**src/rtl/imm_encoder_pkg.sv**
```systemverilog
// Shared processor definitions for immediate encoding: immediate classes,
// field widths and the loader FSM state type.
package imm_encoder_pkg;

   typedef enum logic [1:0] {
      IMM_DP  = 2'b00,
      IMM_MEM = 2'b01,
      IMM_BR  = 2'b10,
      IMM_BAD = 2'b11
   } imm_src_t;

   localparam int IMM_FIELD_W = 19;
   localparam int IMM_EXT_W   = 22;
   localparam int IMM_SHORT_W = 7;
   localparam int INSTR_W     = 32;
   localparam int HI_W        = INSTR_W - IMM_FIELD_W;

   typedef enum logic {
      ST_IDLE  = 1'b0,
      ST_WRITE = 1'b1
   } enc_state_t;

endpackage

```
**src/rtl/imm_encoder_pack.sv**
```systemverilog
// imm_pack: combinational range check of an extended immediate against its
// class and packing of the 19-bit field under the pass-through upper bits.
module imm_pack
   import imm_encoder_pkg::*;
(
   input  logic [IMM_EXT_W-1:0] imm_i,
   input  imm_src_t             src_i,
   input  logic [HI_W-1:0]      hi_i,
   output logic [INSTR_W-1:0]   word_o,
   output logic                 legal_o
);

   logic [IMM_FIELD_W-1:0] field;

   always_comb begin
      legal_o = 1'b0;
      field   = '0;
      case (src_i)
         IMM_DP, IMM_MEM: begin
            // Short classes carry only 7 significant bits, zero-extended in the field.
            legal_o = (imm_i[IMM_EXT_W-1:IMM_SHORT_W] == '0);
            field   = {{(IMM_FIELD_W-IMM_SHORT_W){1'b0}}, imm_i[IMM_SHORT_W-1:0]};
         end
         IMM_BR: begin
            legal_o = (imm_i[IMM_EXT_W-1:IMM_FIELD_W] == '0);
            field   = imm_i[IMM_FIELD_W-1:0];
         end
         default: begin
            legal_o = 1'b0;
            field   = '0;
         end
      endcase
   end

   assign word_o = {hi_i, field};

endmodule

```
**src/rtl/imm_encoder.sv**
```systemverilog
// imm_encoder: accepts immediates, packs them into instruction words and writes
// them to consecutive instruction-memory addresses. Optional IMM_ENCODER_ERRCNT_EN
// adds a saturating 8-bit count of rejected beats on err_cnt.
module imm_encoder
   import imm_encoder_pkg::*;
#(
   parameter int DEPTH = 256,
   parameter int AW    = $clog2(DEPTH)
) (
   input  logic                 clk,
   input  logic                 rst_n,
   input  logic                 in_valid,
   output logic                 in_ready,
   input  logic [IMM_EXT_W-1:0] in_imm,
   input  logic [1:0]           in_src,
   input  logic [HI_W-1:0]      in_hi,
   input  logic                 clear,
   output logic                 mem_we,
   output logic [AW-1:0]        mem_addr,
   output logic [INSTR_W-1:0]   mem_wdata,
   output logic                 full,
   output logic                 err,
   output logic                 err_sticky,
   output logic [AW:0]          count
`ifdef IMM_ENCODER_ERRCNT_EN
   ,
   output logic [7:0]           err_cnt
`endif
);

   localparam logic [AW:0] FULL_CNT = (AW+1)'(DEPTH);

   enc_state_t           state_q, state_d;
   logic [AW:0]          count_q, count_d;
   logic [AW-1:0]        addr_q, addr_d;
   logic [INSTR_W-1:0]   wdata_q, wdata_d;
   logic                 err_q, err_d;
   logic                 sticky_q, sticky_d;
   logic [INSTR_W-1:0]   pack_word;
   logic                 pack_legal;
   logic                 hs;

   imm_pack u_pack (
      .imm_i   (in_imm),
      .src_i   (imm_src_t'(in_src)),
      .hi_i    (in_hi),
      .word_o  (pack_word),
      .legal_o (pack_legal)
   );

   assign full     = (count_q == FULL_CNT);
   assign in_ready = (state_q == ST_IDLE) && !full;
   assign hs       = in_valid && in_ready;
   // A clear or reset arriving in the WRITE cycle suppresses the strobe.
   assign mem_we   = (state_q == ST_WRITE) && !clear && rst_n;

`ifdef IMM_ENCODER_ERRCNT_EN
   logic [7:0] errcnt_q, errcnt_d;
`endif

   always_comb begin
      state_d  = state_q;
      count_d  = count_q;
      addr_d   = addr_q;
      wdata_d  = wdata_q;
      err_d    = 1'b0;
      sticky_d = sticky_q;
`ifdef IMM_ENCODER_ERRCNT_EN
      errcnt_d = errcnt_q;
`endif
      if (clear) begin
         state_d  = ST_IDLE;
         count_d  = '0;
         sticky_d = 1'b0;
`ifdef IMM_ENCODER_ERRCNT_EN
         errcnt_d = '0;
`endif
      end else begin
         case (state_q)
            ST_IDLE: begin
               if (hs) begin
                  if (pack_legal) begin
                     addr_d  = count_q[AW-1:0];
                     wdata_d = pack_word;
                     state_d = ST_WRITE;
                  end else begin
                     err_d    = 1'b1;
                     sticky_d = 1'b1;
`ifdef IMM_ENCODER_ERRCNT_EN
                     if (errcnt_q != 8'hFF) errcnt_d = errcnt_q + 8'd1;
`endif
                  end
               end
            end
            ST_WRITE: begin
               count_d = count_q + (AW+1)'(1);
               state_d = ST_IDLE;
            end
            default: state_d = ST_IDLE;
         endcase
      end
   end

   always_ff @(posedge clk) begin
      if (!rst_n) begin
         state_q  <= ST_IDLE;
         count_q  <= '0;
         addr_q   <= '0;
         wdata_q  <= '0;
         err_q    <= 1'b0;
         sticky_q <= 1'b0;
`ifdef IMM_ENCODER_ERRCNT_EN
         errcnt_q <= '0;
`endif
      end else begin
         state_q  <= state_d;
         count_q  <= count_d;
         addr_q   <= addr_d;
         wdata_q  <= wdata_d;
         err_q    <= err_d;
         sticky_q <= sticky_d;
`ifdef IMM_ENCODER_ERRCNT_EN
         errcnt_q <= errcnt_d;
`endif
      end
   end

   assign mem_addr   = addr_q;
   assign mem_wdata  = wdata_q;
   assign err        = err_q;
   assign err_sticky = sticky_q;
   assign count      = count_q;
`ifdef IMM_ENCODER_ERRCNT_EN
   assign err_cnt    = errcnt_q;
`endif

endmodule

```
**config.mk**
```make
export PLATFORM = sky130hd
export DESIGN_NAME = imm_encoder
export DESIGN_NICKNAME = d
export VERILOG_FILES = /design/src/rtl/imm_encoder_pkg.sv /design/src/rtl/imm_encoder_pack.sv /design/src/rtl/imm_encoder.sv
export SDC_FILE = /design/constraint.sdc
export NUM_CORES = 1
export LEC_CHECK = 0
export CAP_MARGIN = 15
export CORE_ASPECT_RATIO = 0.75
export CORE_MARGIN = 1.5
export CORE_UTILIZATION = 36
export CTS_CLUSTER_DIAMETER = 80
export DETAILED_ROUTE_END_ITERATION = 12
export HOLD_SLACK_MARGIN = 0.1
export PLACE_DENSITY = 0.76
export SYNTH_ARGS = -nofsm -noshare
export SYNTH_HDL_FRONTEND = slang
export SYNTH_HIERARCHICAL = 1
export SYNTH_SLANG_ARGS = --single-unit
```
**constraint.sdc**
```tcl
create_clock -name clk -period 4 [get_ports clk]
set_input_delay 0.4 -clock clk [delete_from_list [all_inputs] [get_ports clk]]
set_output_delay 0.4 -clock clk [all_outputs]
set_load 0.005 [all_outputs]
```
==> results.py, run 1 <==
metrics = {
    "run_status": {
        "status": "finished clean",
    },
    "min_path": {
        "hold_end": "mem_addr[6]",
        "hold_class": "reg2reg",
        "hold_depth": 2,
        "hold_start": "mem_addr[6]",
    },
    "cts": {
        "clk_path_buf_depth": 2,
        "cts_resized": 0,
        "path_clk_slew_ps": 90,
        "cts_htree_levels": 2,
        "cts_made_buffers": 5,
        "worstSkewPairLatency_ps": 300,
        "holdBufCountCts": 0,
        "cts_tree": "done",
        "clock-sinks": 52,
        "cts-root-buf": "clkbuf_8",
        "post_cts_buffers": 0,
    },
    "drt": {
        "vias": 1973,
        "drc": 0,
        "totalWireLength_mm": 5.40,
        "drtPass1Iterations": 4,
        "via_per_inst": 4.53,
        "drt_iter0_markers": 72,
        "detail-route-antenna-nets": 0,
        "wl_per_cell_um": 12.4,
    },
    "power": {
        "pwr_density_cell_mw_per_mm2": 284,
        "power.leakage_nw": 1.45,
        "ir_drop_mv": 0.153,
    },
    "floorplan": {
        "dieArea_mm2": 0.00743,
        "die_h_um": 75.0,
        "start_util_pct": 36.8,
        "io_pins": 95,
        "die_w_um": 99.1,
        "core_mm2": 0.00677,
        "rows": 26,
    },
    "finish": {
        "ff_latch_area_mm2": 0.00104,
        "nets": 394,
        "mostFrequentLayoutCells": "93 x clkdlybuf4s50_1, 83 x nand2_1, 52 x dfxtp_1",
        "diodes": 0,
        "multi_input_area_mm2": 0.00119,
        "fillers": 648,
        "mostFrequentLayoutCell": "clkdlybuf4s50_1",
        "post-route-util_pct": 50.9,
        "drive_gt1_share_pct": 4.83,
        "area_delta_synth_final_pct": 38.3,
        "design_area_mm2": 0.00344,
    },
    "timing": {
        "finalSetupViolCount": 0,
        "slew_violations": 0,
        "skew_ps": 10.2,
        "rsz0062_at_grt": "no",
        "relSlewSlack_pct": 50.2,
        "hold_viol": 0,
        "fin_crit_sh_pct": 66.2,
        "max_slew.worst_pin.slew_ps": 747,
        "layout_min_cycle_time_ps": 2650,
        "tns_ps": 0,
        "max_freq_mhz": 378,
    },
    "yosys": {
        "yosysWarningCount": 6,
        "avgSynthCellArea_um2": 8.93,
        "ys_async_sr_fraction_pct": 0,
        "ys_seq_area_share_pct": 41.8,
        "syn-cell-area_mm2": 0.00249,
        "yosys.area.top_type": "dfxtp_1",
        "synth_top_area_share_pct": 41.8,
        "synth_ff_type": "dfxtp_1",
        "synth_nets": 322,
        "synth_cell_type_count": 32,
        "synthCells": 279,
        "ys_seq_elements": 52,
        "synthTopCellsByArea": "dfxtp_1 42%, mux2i_1 16%, nand2_1 13%",
        "synth-edff-count": 0,
    },
    "grt": {
        "overflow": 0,
        "grt_pass1_wl_mm": 8.66,
        "grt_max_degree": 82,
        "grt_pass1_vias": 1843,
        "antenna_found_initial": 0,
        "grt_usage_pct": 14.5,
    },
    "placement": {
        "dp_hpwl_mm": 3.80,
        "gp_congestion": 0.745,
        "portBuffers": 94,
        "placed_area_mm2": 0.00330,
    },
    "critical_path": {
        "crit_required_ps": 4190,
        "rr_worst_depth": 6,
        "r2r-start": "count[0]",
        "max_stage_delay_ps": 490,
        "r2r_slack_ps": 1920,
        "critPathSlowestCell": "a2111oi_2",
        "r2r-end": "mem_wdata[10]",
        "path_max_fanout": 23,
        "startpoint_type": "input port",
        "endpoint_kind": "register",
        "path_class": "in2reg",
        "worstPathCellList": "clkdlybuf4s50_1 -> nor4_2 -> nand4_1 -> a2111oi_2 -> nand4bb_1 -> a21o_2 -> buf_12 -> mux2i_1",
        "arrival_ps": 2830,
    },
    "flow_run": {
        "cap_violations": 0,
    },
}
-- registers in the layout, indices dropped and copies added, names as in the netlist --
register,cells
mem_wdata,32
count,9
mem_addr,8
err,1
err_sticky,1
state_q,1
-- kinds of logic after synthesis --
| family | count (synthesis) | synth area share, % |
|---|---|---|
| muxes | 41 | 16.5 |
| xor gates and xnor gates | 4 | 1.41 |
| AOI/OAI and AO/OA | 12 | 3.06 |
| and+or+nand+nor | 133 | 26.0 |
| buffers and inverters | 35 | 10.3 |
| DFF | 52 | 41.8 |
| adders and majority gates | 2 | 1.00 |
-- Yosys cell counts, drive strengths merged, types with 2 or more instances --
cell,n
nand3,2
o21ai,4
dfxtp,52
a21oi,5
nand2,83
xor2,3
and2,22
or3,4
nor4b,2
nor2,6
mux2i,41
inv,3
nor2b,2
buf,21
clkbuf,11
nand4,5
nor4,2
ha,2
-- critical path, delay by kind of cell --
| family | cells | cell delay [ps] |
|---|---|---|
| AO/OA/AOI/OAI | 2 | 890 |
| buffers and inverters | 2 | 720 |
| multiplexers | 1 | 140 |
| AND/OR/NAND/NOR | 3 | 670 |
-- per-stage QoR --
step / worst slack, ps / total power, mW / hold WS, ps / instances
after detailed placement: 934 / 0.615 / 451 / 427
after CTS: 1230 / 0.995 / 466 / 435
after global routing: 1150 / 1.03 / 490 / 436
final: 1350 / 0.978 / 462 / 436
after global placement: 1000 / 0.615 / 444 / 427
after floorplan: 2010 / 0.574 / 454 / 279
-- power breakdown --
group	internal, mW	switching, mW	total, mW
sequential	0.519	0.000982	0.520
combinational	0.0499	0.0334	0.0834
clock	0.205	0.170	0.374
total	0.774	0.204	0.978
-- metal layers --
layer  up-vias  GRT usage [%]  wire length (µm)
met4         0           3.76                47
met3         4           4.92               411
met2        57           22.9              2280
met1       868           19.3              2660
li1       1044              -                 -
met5         -              0                 0
-- how the worst max path moves through the flow --
stage / from / end / cells after the start
2_1_floorplan: in_imm[8] / mem_addr[0] / 8
3_3_place_gp: in_src[1] / mem_wdata[15] / 7
3_5_place_dp: in_src[1] / mem_wdata[10] / 7
4_1_cts: in_src[1] / mem_wdata[10] / 7
5_1_grt: in_src[1] / mem_wdata[10] / 8
6_report: in_src[1] / mem_wdata[10] / 8
-- area by class of cell --
class	count	share of cell area [%]
Tap cell	84	3.05
Inverter	3	0.327
Clock buffer	6	2.40
Sequential cell	52	30.2
Multi-Input combinational cell	192	34.7
Timing Repair Buffer	97	28.2
Clock inverter	2	1.13
Power figures use the tool's default switching activity.
==> run 2: changes to the inputs <==
- PLACE_DENSITY: 0.76 -> 0.78
- clock period: 4 -> 2.4 ns (I/O delays scaled with it)
==> run 2 against run 1 <==
Clock power rose by 86%; power rose by 74%; first-iteration DRC count rose by 44%; hold slack got worse by 4.9 ps; die area did not move; non-clock buffer count rose by 3; core utilization rose by 0.68 points; register-to-register slack got worse by 1300 ps; critical endpoint is now in_ready; largest cell class unchanged.
==> results.py, run 2 (synthesized netlist as in run 1, its figures left out) <==
metrics = {
    "run_status": {
        "status": "finished clean",
    },
    "grt": {
        "busiest_layer": "met2",
        "met2_usage_pct": 23.0,
        "antenna_found_initial": 0,
        "grt_usage_pct": 15.0,
        "grt_pass1_vias": 1867,
        "grt_max_degree": 81,
        "grt_use_met3_pct": 4.83,
        "overflow": 0,
        "grt_pass1_wl_mm": 8.79,
        "grt_use_met1_pct": 20.2,
    },
    "critical_path": {
        "endpoint_kind": "output port",
        "rr_worst_depth": 6,
        "crit_required_ps": 2160,
        "path_class": "reg2out",
        "startpoint_type": "register",
        "arrival_ps": 2010,
        "setup.worst_path.end": "in_ready",
        "crit_path_start": "count[0]",
        "r2r_slack_ps": 670,
        "r2r-end": "mem_wdata[2]",
        "path_max_fanout": 6,
        "r2r-start": "count[0]",
    },
    "power": {
        "ir_drop_mv": 0.267,
        "pwr_density_cell_mw_per_mm2": 488,
        "power.leakage_nw": 1.48,
        "finalPower_mw": 1.70,
    },
    "finish": {
        "design_area_mm2": 0.00349,
        "area_delta_synth_final_pct": 40.1,
        "diodes": 0,
        "fillers": 668,
        "drive_gt1_share_pct": 5.65,
        "largest_reg_flops": 32,
        "final_cells": 438,
        "nets": 397,
        "mostFrequentLayoutCells": "93 x clkdlybuf4s50_1, 83 x nand2_1, 52 x dfxtp_1",
        "mostFrequentLayoutCell": "clkdlybuf4s50_1",
    },
    "drt": {
        "drt_iter0_markers": 104,
        "drtPass1Iterations": 4,
        "detail-route-antenna-nets": 0,
        "drc": 0,
        "totalWireLength_mm": 5.66,
        "wl_per_cell_um": 12.9,
        "vias": 2022,
        "via_per_inst": 4.62,
    },
    "floorplan": {
        "io_pins": 95,
        "start_util_pct": 36.8,
        "die_h_um": 75.0,
        "dieArea_mm2": 0.00743,
        "rows": 26,
        "core_mm2": 0.00677,
        "die_w_um": 99.1,
    },
    "cts": {
        "worstSkewPairLatency_ps": 300,
        "cts_tree": "done",
        "cts_resized": 0,
        "holdBufCountCts": 0,
        "clock-sinks": 52,
        "clk_path_buf_depth": 2,
        "post_cts_buffers": 0,
        "cts_made_buffers": 5,
        "path_clk_slew_ps": 90,
        "cts-root-buf": "clkbuf_8",
        "cts_htree_levels": 2,
    },
    "timing": {
        "fin_crit_sh_pct": 93.9,
        "slew_violations": 0,
        "relSlewSlack_pct": 51.1,
        "max_slew.worst_pin.slew_ps": 733,
        "hold_viol": 0,
        "finalSetupViolCount": 0,
        "rsz0062_at_grt": "no",
        "skew_ps": 5.94,
        "layout_min_cycle_time_ps": 2250,
        "max_freq_mhz": 444,
    },
    "placement": {
        "portBuffers": 94,
        "dp_hpwl_mm": 4.10,
        "placed_area_mm2": 0.00336,
        "placedCellCount": 431,
        "gp_congestion": 0.766,
    },
    "min_path": {
        "hold_class": "in2reg",
    },
    "flow_run": {
        "cap_violations": 0,
    },
}
run 2: worst min-delay path by stage:
stage	from	endpoint	slack (ps)	depth (start not counted)
2_1_floorplan	in_valid	state_q	420	1
3_3_place_gp	mem_wdata[27]	mem_wdata[27]	440	2
6_report	rst_n	state_q	460	3
3_5_place_dp	mem_addr[7]	mem_addr[7]	450	2
4_1_cts	rst_n	state_q	440	3
5_1_grt	rst_n	state_q	470	3
run 2: layout make-up:
type,count,area [µm²],share of cell area [%]
Inverter,3,11.3,0.323
Sequential cell,52,1040,29.8
Clock buffer,5,68.8,1.97
Clock inverter,2,60.1,1.72
Multi-Input combinational cell,192,1200,34.3
Timing Repair Buffer,100,1010,28.8
Tap cell,84,105,3.01
run 2: report_power, final:
| group | internal (mW) | switching (mW) | total [mW] |
|---|---|---|---|
| combinational | 0.0839 | 0.0565 | 0.140 |
| sequential | 0.865 | 0.00180 | 0.867 |
| clock | 0.411 | 0.286 | 0.696 |
| total | 1.36 | 0.344 | 1.70 |
run 2: per-layer routing:
layer  share of wire (%)  wire length [µm]
met2                  43              2440
met1                  49              2760
met3                 7.1               402
met5                   0                 0
met4                 1.0                59
run 2: critical path, stage by stage (launching register included):
cell,delay (ps)
dfxtp_1,450
inv_1,70
ha_1,210
nor4b_2,180
a21oi_2,240
clkdlybuf4s50_1,550
run 2: metrics by stage:
step	setup TNS [ps]	hold WS, ps	util [%]	worst slack, ps
floorplan	0	422	-	571
global placement	-565	445	49.6	-25.9
detailed placement	-2960	454	49.6	-103
CTS	0	436	51.5	43.8
global route	0	474	51.6	37.4
finish	0	457	51.6	146
==> run 3: changes to the inputs <==
- SETUP_SLACK_MARGIN: unset -> 0.4
==> run 3 against run 2 <==
Wire length increased by 4.5%; highest routed layer unchanged; power about the same; critical path type is now in2reg; first-iteration DRC count down 24%.
==> results.py, run 3 (synthesized netlist as in run 1, its figures left out) <==
metrics = {
    "critical_path": {
        "setup.worst_path.end": "mem_addr[1]",
        "path_max_fanout": 12,
        "cp_num_buf_inv": 2,
        "worstPathCellList": "clkdlybuf4s50_1 -> nor3_2 -> nand4_1 -> a2111oi_4 -> nand4bb_1 -> a21o_4 -> clkbuf_16 -> mux2i_1",
        "crit_family": "compound AO/OA/AOI/OAI gates",
        "r2r-start": "count[0]",
        "endpoint_kind": "register",
        "r2r_slack_ps": 780,
        "startpoint_type": "input port",
        "rr_worst_depth": 6,
        "crit_path_start": "in_imm[14]",
        "arrival_ps": 2090,
        "worst-path-stages": 8,
        "path_class": "in2reg",
        "crit_required_ps": 2600,
        "max_stage_delay_ps": 440,
        "critPathSlowestCell": "clkdlybuf4s50_1",
        "r2r-end": "mem_wdata[25]",
    },
    "cts": {
        "clk_path_buf_depth": 2,
        "path_clk_slew_ps": 90,
        "cts_made_buffers": 5,
        "cts_tree": "done",
        "holdBufCountCts": 0,
        "worstSkewPairLatency_ps": 310,
        "clock-sinks": 52,
        "cts-root-buf": "clkbuf_8",
        "cts_htree_levels": 2,
    },
    "floorplan": {
        "die_h_um": 75.0,
        "core_mm2": 0.00677,
        "start_util_pct": 36.8,
        "rows": 26,
        "io_pins": 95,
        "dieArea_mm2": 0.00743,
        "die_w_um": 99.1,
    },
    "finish": {
        "area_delta_synth_final_pct": 46.4,
        "mostFrequentLayoutCells": "83 x nand2_1, 81 x clkdlybuf4s50_1, 50 x dfxtp_1",
        "fillers": 657,
        "drive_gt1_share_pct": 8.08,
        "nets": 402,
        "diodes": 0,
        "largest_reg_flops": 32,
        "mostFrequentLayoutCell": "nand2_1",
    },
    "power": {
        "p_comb_share_pct": 8.3,
        "power_frac_seq_pct": 50.7,
        "pwr_density_cell_mw_per_mm2": 468,
        "net-switching-power_mw": 0.348,
        "finalPower_mw": 1.70,
        "pwr-share-clk_pct": 40.9,
        "swShare_pct": 20.4,
        "p_int_mw": 1.36,
        "power.leakage_nw": 1.62,
        "ir_drop_mv": 0.264,
    },
    "timing": {
        "skew_ps": 6.18,
        "max_slew.worst_pin.slew_ps": 736,
        "slew_violations": 0,
        "relSlewSlack_pct": 50.9,
        "fin_crit_sh_pct": 78.7,
        "fin_ws_ps": 512,
        "finalSetupViolCount": 0,
        "max_freq_mhz": 530,
        "hold_viol": 0,
        "rsz0062_at_grt": "no",
        "tns_ps": 0,
        "whs_ps": 351,
        "layout_min_cycle_time_ps": 1890,
    },
    "placement": {
        "place_ws_ps": -103,
        "gp_congestion": 0.766,
        "portBuffers": 94,
        "dp_hpwl_mm": 4.10,
    },
    "drt": {
        "detail-route-antenna-nets": 0,
        "drc": 0,
        "drtPass1Iterations": 4,
        "totalWireLength_mm": 5.92,
        "vias": 2060,
        "drt_iter0_markers": 79,
        "wl_per_cell_um": 13.4,
        "via_per_inst": 4.65,
    },
    "grt": {
        "grt_pass1_vias": 1883,
        "antenna_found_initial": 0,
        "overflow": 0,
        "grt_pass1_wl_mm": 8.92,
        "grt_max_degree": 81,
        "grt_usage_pct": 15.3,
    },
    "min_path": {
        "hold_class": "in2reg",
    },
    "flow_run": {
        "cap_violations": 0,
    },
    "run_status": {
        "status": "finished clean",
    },
}
[run 3: changes by cell type in the layout (fill, tap and decap cells not counted), sizes merged]
cell | previous run | this run
buf | 7 | 10
clkbuf | 5 | 7
dlymetal6s2s | 0 | 8
clkdlybuf4s15 | 0 | 1
clkdlybuf4s50 | 93 | 81
dlygate4sd2 | 0 | 3
[run 3: through the flow]
stage | cell area, µm² | cells | util (%)
floorplan | 2490 | 279 | -
global placement | 3360 | 431 | 49.6
finish | 3650 | 443 | 53.9
global route | 3650 | 443 | 53.9
detailed placement | 3360 | 431 | 49.6
CTS | 3550 | 440 | 52.5
[run 3: final cells by class]
class | count | area, µm² | area share, %
inverters | 3 | 11.3 | 0.309
clock buffers | 5 | 68.8 | 1.89
well taps | 84 | 105 | 2.88
multi-input cells | 192 | 1240 | 33.9
repair buffers | 105 | 1110 | 30.6
clock inverters | 2 | 60.1 | 1.65
flip-flops and latches | 52 | 1050 | 28.8
[run 3: metal layers]
metal | GRT usage [%] | share of wire (%) | vias to the layer above | wire, µm
met5 | 0 | 0 | - | 0
met4 | 5.32 | 1.7 | 0 | 99
met3 | 4.83 | 7.2 | 10 | 424
met2 | 23.2 | 42 | 62 | 2490
met1 | 20.8 | 49 | 929 | 2910
li1 | - | - | 1059 | -
[run 3: timing repair]
| action | 4_1_cts | 5_1_grt |
|---|---|---|
| buffers inserted | 1 | 1 |
| cloned | 1 | 2 |
| pin swaps | 5 | 7 |
| setup endpoints to repair | 42 | 41 |
| gates resized for setup | 12 | 12 |
[run 3: worst min path at each step]
stage / start / endpoint / slack, ps / cells past startpoint
after floorplan: in_valid / state_q / 420 / 1
after global placement: mem_wdata[27] / mem_wdata[27] / 440 / 2
after global routing: in_imm[12] / mem_wdata[12] / 370 / 4
final: in_imm[10] / mem_wdata[10] / 350 / 4
after CTS: rst_n / state_q / 440 / 3
after detailed placement: mem_addr[7] / mem_addr[7] / 450 / 2
[run 3: power by group through the flow]
stage | Combinational, mW | Clock [mW] | Sequential [mW]
after floorplan | 0.0699 | 0 | 0.887
after global placement | 0.139 | 0 | 0.887
after detailed placement | 0.140 | 0 | 0.887
after CTS | 0.143 | 0.722 | 0.866
after global routing | 0.155 | 0.748 | 0.866
final | 0.142 | 0.698 | 0.865
[run 3: worst register-to-register path: stages, from the launching register on]
cell and delay [ps]:
dfxtp_4 380, inv_1 60, ha_1 170, nor4b_4 290, a21o_4 270, clkbuf_16 210, mux2i_1 180
